File: src/rtl/fetch_stage_pkg.sv
// fetch_stage_pkg: shared fetch FSM states, NOP and opcode constants, IF/ID slot type and J-immediate decode
package fetch_stage_pkg;
  typedef enum logic [1:0] {IDLE, WAIT, HOLD, DROP} fetch_state_e;
  localparam logic [31:0] NOP_INST = 32'h0000_0013;
  localparam logic [6:0] OP_JAL = 7'b1101111;
  localparam logic [6:0] OP_JALR = 7'b1100111;
  localparam logic [6:0] OP_BRANCH = 7'b1100011;
  typedef struct packed {
    logic [31:0] inst;
    logic [31:0] pc;
    logic        valid;
  } if_id_t;
  function automatic logic [31:0] j_imm(input logic [31:0] i);
    return {{12{i[31]}}, i[19:12], i[20], i[30:21], 1'b0};
  endfunction
endpackage

File: src/rtl/fetch_stage_if.sv
// fetch_stage_if: imem request/response, execute redirect and IF/ID valid/ready bundle; master=fetch stage, slave=memory/decode side
interface fetch_stage_if;
  logic        imem_req;
  logic [31:0] imem_addr;
  logic        imem_rvalid;
  logic [31:0] imem_rdata;
  logic        redirect_valid;
  logic [31:0] redirect_pc;
  logic        if_valid;
  logic        if_ready;
  logic [31:0] if_inst;
  logic [31:0] if_pc;
  modport master (
    output imem_req, imem_addr, if_valid, if_inst, if_pc,
    input  imem_rvalid, imem_rdata, redirect_valid, redirect_pc, if_ready
  );
  modport slave (
    input  imem_req, imem_addr, if_valid, if_inst, if_pc,
    output imem_rvalid, imem_rdata, redirect_valid, redirect_pc, if_ready
  );
endinterface

File: src/rtl/fetch_skid_buf.sv
// fetch_skid_buf: single-entry skid register; ports clk, rst, clr_i (highest priority), load_i, pop_i, data_i -> valid_o, data_o
module fetch_skid_buf #(
  parameter int W = 32
) (
  input  logic         clk,
  input  logic         rst,
  input  logic         clr_i,
  input  logic         load_i,
  input  logic         pop_i,
  input  logic [W-1:0] data_i,
  output logic         valid_o,
  output logic [W-1:0] data_o
);
  logic         valid_q;
  logic [W-1:0] data_q;
  always_ff @(posedge clk) begin
    if (rst || clr_i) valid_q <= 1'b0;
    else if (load_i) valid_q <= 1'b1;
    else if (pop_i) valid_q <= 1'b0;
    if (load_i) data_q <= data_i;
  end
  assign valid_o = valid_q;
  assign data_o  = data_q;
endmodule

File: src/rtl/fetch_stage.sv
// fetch_stage: one-outstanding instruction fetch into the IF/ID slot; ports clk, rst, bus (fetch_stage_if.master: imem_req/addr/rvalid/rdata, redirect_valid/pc, if_valid/ready/inst/pc); macro JAL_PREDECODE_EN predecodes JAL targets
module fetch_stage
  import fetch_stage_pkg::*;
#(
  parameter logic [31:0] RESET_PC = 32'h0000_0000,
  parameter logic [31:0] NOP_INST = fetch_stage_pkg::NOP_INST
) (
  input logic clk,
  input logic rst,
  fetch_stage_if.master bus
);
  fetch_state_e state_q, state_d;
  logic [31:0]  pc_q, pc_d, acc_inst, seq_pc, skid_data;
  if_id_t       slot_q, slot_d;
  logic         rv, rd, free, take_mem, to_skid, take_skid, skid_valid;
  assign rv        = bus.imem_rvalid;
  assign rd        = bus.redirect_valid;
  assign free      = !slot_q.valid || bus.if_ready;
  assign take_mem  = state_q == WAIT && rv && free;
  assign to_skid   = state_q == WAIT && rv && !free;
  assign take_skid = state_q == HOLD && skid_valid && free;
  assign acc_inst  = take_skid ? skid_data : bus.imem_rdata;
`ifdef JAL_PREDECODE_EN
  assign seq_pc = acc_inst[6:0] == OP_JAL ? pc_q + j_imm(acc_inst) : pc_q + 32'd4;
`else
  assign seq_pc = pc_q + 32'd4;
`endif
  fetch_skid_buf #(.W(32)) u_skid (
    .clk    (clk),
    .rst    (rst),
    .clr_i  (rd),
    .load_i (to_skid),
    .pop_i  (take_skid),
    .data_i (bus.imem_rdata),
    .valid_o(skid_valid),
    .data_o (skid_data)
  );
  always_comb begin
    state_d = state_q;
    pc_d    = pc_q;
    slot_d  = slot_q;
    if (rd) begin
      pc_d         = bus.redirect_pc & ~32'h3;
      slot_d.valid = 1'b0;
      slot_d.inst  = NOP_INST;
      state_d      = (state_q == WAIT || state_q == DROP) && !rv ? DROP : IDLE;
    end else begin
      if (take_mem || take_skid) begin
        slot_d = '{inst: acc_inst, pc: pc_q, valid: 1'b1};
        pc_d   = seq_pc;
      end else if (slot_q.valid && bus.if_ready) begin
        slot_d.valid = 1'b0;
        slot_d.inst  = NOP_INST;
      end
      state_d = state_q == IDLE ? WAIT :
                state_q == WAIT ? (rv ? (free ? IDLE : HOLD) : WAIT) :
                state_q == HOLD ? (free ? IDLE : HOLD) :
                (rv ? IDLE : DROP);
    end
  end
  always_ff @(posedge clk) begin
    if (rst) begin
      state_q <= IDLE;
      pc_q    <= RESET_PC;
      slot_q  <= '{inst: NOP_INST, pc: RESET_PC, valid: 1'b0};
    end else begin
      state_q <= state_d;
      pc_q    <= pc_d;
      slot_q  <= slot_d;
    end
  end
  assign bus.imem_req  = state_q == IDLE && !rst && !rd;
  assign bus.imem_addr = pc_q;
  assign bus.if_valid  = slot_q.valid;
  assign bus.if_inst   = slot_q.inst;
  assign bus.if_pc     = slot_q.pc;
endmodule

File: src/flat_wrapper.sv
// flat-port wrapper written by rule: the top's interface ports become plain ports
module fetch_stage_flat import fetch_stage_pkg::*;
#(
  parameter logic [31:0] RESET_PC = 32'h0000_0000,
  parameter logic [31:0] NOP_INST = fetch_stage_pkg::NOP_INST
)
  (clk, rst, bus_imem_req, bus_imem_addr, bus_if_valid, bus_if_inst, bus_if_pc, bus_imem_rvalid, bus_imem_rdata, bus_redirect_valid, bus_redirect_pc, bus_if_ready);
  fetch_stage_if bus_i ();
  input logic clk;
  input logic rst;
  output wire logic [$bits(bus_i.imem_req)-1:0] bus_imem_req;
  output wire logic [$bits(bus_i.imem_addr)-1:0] bus_imem_addr;
  output wire logic [$bits(bus_i.if_valid)-1:0] bus_if_valid;
  output wire logic [$bits(bus_i.if_inst)-1:0] bus_if_inst;
  output wire logic [$bits(bus_i.if_pc)-1:0] bus_if_pc;
  input wire logic [$bits(bus_i.imem_rvalid)-1:0] bus_imem_rvalid;
  input wire logic [$bits(bus_i.imem_rdata)-1:0] bus_imem_rdata;
  input wire logic [$bits(bus_i.redirect_valid)-1:0] bus_redirect_valid;
  input wire logic [$bits(bus_i.redirect_pc)-1:0] bus_redirect_pc;
  input wire logic [$bits(bus_i.if_ready)-1:0] bus_if_ready;
  assign bus_imem_req = bus_i.imem_req;
  assign bus_imem_addr = bus_i.imem_addr;
  assign bus_if_valid = bus_i.if_valid;
  assign bus_if_inst = bus_i.if_inst;
  assign bus_if_pc = bus_i.if_pc;
  assign bus_i.imem_rvalid = bus_imem_rvalid;
  assign bus_i.imem_rdata = bus_imem_rdata;
  assign bus_i.redirect_valid = bus_redirect_valid;
  assign bus_i.redirect_pc = bus_redirect_pc;
  assign bus_i.if_ready = bus_if_ready;
  fetch_stage #(.RESET_PC(RESET_PC), .NOP_INST(NOP_INST)) u_core (.clk(clk), .rst(rst), .bus(bus_i));
endmodule
File: config.mk
export PLATFORM = sky130hd
export DESIGN_NAME = fetch_stage_flat
export DESIGN_NICKNAME = d
export VERILOG_FILES = /design/src/rtl/fetch_stage_pkg.sv /design/src/rtl/fetch_stage_if.sv /design/src/rtl/fetch_skid_buf.sv /design/src/rtl/fetch_stage.sv /design/src/flat_wrapper.sv
export SDC_FILE = /design/constraint.sdc
export NUM_CORES = 1
export LEC_CHECK = 0
export ABC_AREA = 1
export BUFFER_PORTS_ARGS = -buffer_cell sky130_fd_sc_hd__buf_4
export CORE_MARGIN = 2
export CORE_UTILIZATION = 42
export CTS_BUF_LIST = sky130_fd_sc_hd__clkbuf_4 sky130_fd_sc_hd__clkbuf_8 sky130_fd_sc_hd__clkbuf_16
export CTS_CLUSTER_SIZE = 28
export DETAILED_ROUTE_END_ITERATION = 12
export PLACE_DENSITY = 0.67
export SKIP_CTS_REPAIR_TIMING = 1
export SYNTH_ARGS = -nofsm -noshare
export SYNTH_HDL_FRONTEND = slang
export SYNTH_SLANG_ARGS = --single-unit
File: constraint.sdc
create_clock -name clk -period 3.8 [get_ports clk]
set_input_delay 0.76 -clock clk [delete_from_list [all_inputs] [get_ports clk]]
set_output_delay 0.76 -clock clk [all_outputs]
set_load 0.01 [all_outputs]
==> impl_metrics.csv <==
group,metric,value,unit
status,status,"finished, final reports clean",
clocking,cts_tree,"done",
global_routing,grt_pass1_wl,25400,um
pwr,p_per_area,445,nW/um^2
placed_design,hpwl,10800,um
die,initial_utilization,0.428,
clocking,cts_root_buf,"clkbuf_16",
setup_path,crit_type,"primary input to output port",
clocking,cts.sinks,128,
setup_path,setup.worst_path.start_class,"primary input",
timing,worst_pin_slew,0.669,ns
clocking,cts_buffers,17,
run,cap_violations,0,
global_routing,grt_usage,0.217,
die,row_count,43,
synth,syn_inst,764,
layout,drive_above_1_share,0.275,
layout,area_growth,31.2,%
setup_path,max_stage_delay,0.32,ns
pwr,leakagePower,3.29,nW
layout,diodes,0,
die,die_y,123,um
synth,synth.avg_cell_area,7.75,um^2
synth,synth_cell_types,39,
clocking,cts_max_path_buffers,2,
synth,synth_edf_count,32,
die,num_io_pins,167,
clocking,path_clk_slew,0.06,ns
setup_path,slowest_stage,"nor2_1",
placed_design,io_buffers,160,
die,core,13800,um^2
pwr,ir_drop,277,uV
global_routing,antenna_found_initial,0,
drt,antenna_left,0,
drt,first_pass_iters,5,
layout,finish.utilization,0.562,
drt,viasPerCell,4.85,
synth,syn-cell-area,5920,um^2
timing,final_max_slew_viol_count,0,
setup_path,crit_family,"buffers and inverters",
global_routing,grt_max_degree,43,
layout,fill_cells,1336,
die,die_x,123,um
setup_path,worstSetupEndpointType,"output port",
drt,drt-total-wl,16000,um
global_routing,first_global_vias,5029,
timing,setup_viol,0,
clocking,cts-htree-levels,4,
layout,nNetsFinal,981,
timing,rsz0062_at_grt,"no",
placed_design,place.gp.congestion,0.871,
drt,routedWlPerCell,14.5,um
hold_path,hold_class,"flip-flop to flip-flop",
timing,max-slew-margin-rel,0.554,
synth,synth-seq-cells,128,
drt,drc,0,
setup_path,crit_buf_inv,3,
timing,hold_violations,0,
setup_path,crit_arrival,1.70,ns
die,dieArea,15100,um^2
setup_path,path_cells,"buf_4, nor2_1, inv_1, nor2_1, buf_4",
timing,max_freq,407,MHz
synth,seq_area_frac_synth,0.487,
timing,min_period_over_period,0.647,
timing,fin_setup_tns,0,ns
global_routing,grt.overflow.total,0,
timing,skew,0.00781,ns
synth,synthArstFlopShare,0,
synth,ys_warn_count,0,
drt,vias,5356,
timing,period_minus_slack,2.46,ns
clocking,insertion_delay,0.42,ns
synth,ys.flop_type,"dfxtp_1",
setup_path,cp_max_fo,42,
setup_path,required,3.04,ns
drt,dr.first_iter.drc_count,343,
## metal layers
layer	track usage	vias to the layer above	wire length [um]
li1	-	2762	-
met4	0.0805	0	317
met2	0.330	173	7090
met1	0.283	2395	7240
met5	0	-	0
met3	0.0743	26	1310
## path summary, 6_finish.rpt
check                    startpoint                endpoint  slack, ns  depth (start not counted)
max reg2reg     u_core.bus.if_valid   u_core.bus.if_inst[6]       1.68                          8
min          u_core.bus.if_inst[30]  u_core.bus.if_inst[30]       0.46                          2
min reg2reg  u_core.bus.if_inst[30]  u_core.bus.if_inst[30]       0.46                          2
max                             rst            bus_imem_req       1.34                          5
## flip-flops by register name, summed over array words and instances, names as in the netlist
name	cells
u_core.bus.if_inst	32
u_core.bus.if_valid	1
u_core.bus.imem_addr	30
u_core.u_skid.data_o	32
u_core.u_skid.valid_o	1
u_core.state_q	2
u_core.bus.if_pc	30
## synthesized netlist by cell type, types with 5 or more instances
cell	n	area (um^2)
o21ai_1	26	130
nand2_1	171	642
inv_2	6	22.5
nand2_2	18	113
edfxtp_1	32	961
nor2_1	122	458
a31oi_1	6	37.5
nor2_2	6	37.5
inv_1	54	203
buf_4	7	52.6
nand3_1	31	155
a21oi_2	10	87.6
buf_6	6	67.6
clkbuf_1	12	45.0
xor2_1	11	96.3
a21oi_1	60	300
o21ai_0	40	200
dfxtp_1	96	1920
nand3b_1	5	37.5
buf_2	14	70.1
## power breakdown
| part | leakage (nW) | internal, mW | switching (mW) | total [mW] |
|---|---|---|---|---|
| registers | 1.07 | 1.43 | 0.0416 | 1.47 |
| clock network | 0.301 | 1.07 | 0.609 | 1.68 |
| logic | 1.92 | 0.136 | 0.169 | 0.305 |
## layout by cell type (no fill, tap or decap), types with 3 or more instances in the layout
master	count
nor2_4	4
nand3_1	31
a211oi_2	3
clkbuf_16	17
o21ai_0	40
nand3b_1	5
nand3_2	3
nor2_2	7
inv_1	54
clkinv_4	5
nand4_1	3
o21ai_1	26
nor2_1	121
conb_1	4
bufinv_16	3
a21oi_2	10
inv_2	6
dfxtp_1	96
buf_4	166
xor2_1	11
edfxtp_1	32
nand2_2	18
nand2_1	171
a21oi_1	60
a31oi_1	6
## stage by stage
step	power, mW	hold WS (ns)	setup slack [ns]	instance area [um^2]	cells
3_3_place_gp	1.81	0.455	1.16	7150	1072
5_1_grt	3.59	0.483	1.22	7770	1104
6_report	3.45	0.464	1.34	7770	1104
4_1_cts	3.49	0.466	1.33	7770	1104
3_5_place_dp	1.81	0.457	1.12	7150	1072
2_1_floorplan	1.66	0.480	0.952	5930	767
## final cells by class
cell class                 count  area (um^2)  area share
sequential                   128         2880       0.371
multi-input combinational    538         2570       0.331
timing repair buffer         166         1250       0.160
clock buffer                  20          454      0.0585
inverter                      60          225      0.0290
tap                          180          225      0.0290
clock inverter                12          160      0.0206
## kinds of logic (layout without fill, tap and decap cells)
kind of cell / after synthesis / count (layout) / share of synthesized area
other: 1 / 4 / 0.000633
buffers and inverters: 101 / 258 / 0.0809
adders and majority gates: 1 / 1 / 0.00211
and+or+nand+nor: 373 / 373 / 0.274
AOI/OAI and AO/OA: 147 / 147 / 0.136
DFF: 128 / 128 / 0.487
xor gates and xnor gates: 13 / 13 / 0.0192
## worst min-delay path, cell delays in order (launching register included)
cell and delay [ns]:
dfxtp_1 0.31, nand2_1 0.06, a21oi_1 0.05
(Power assumes the default switching activity.)
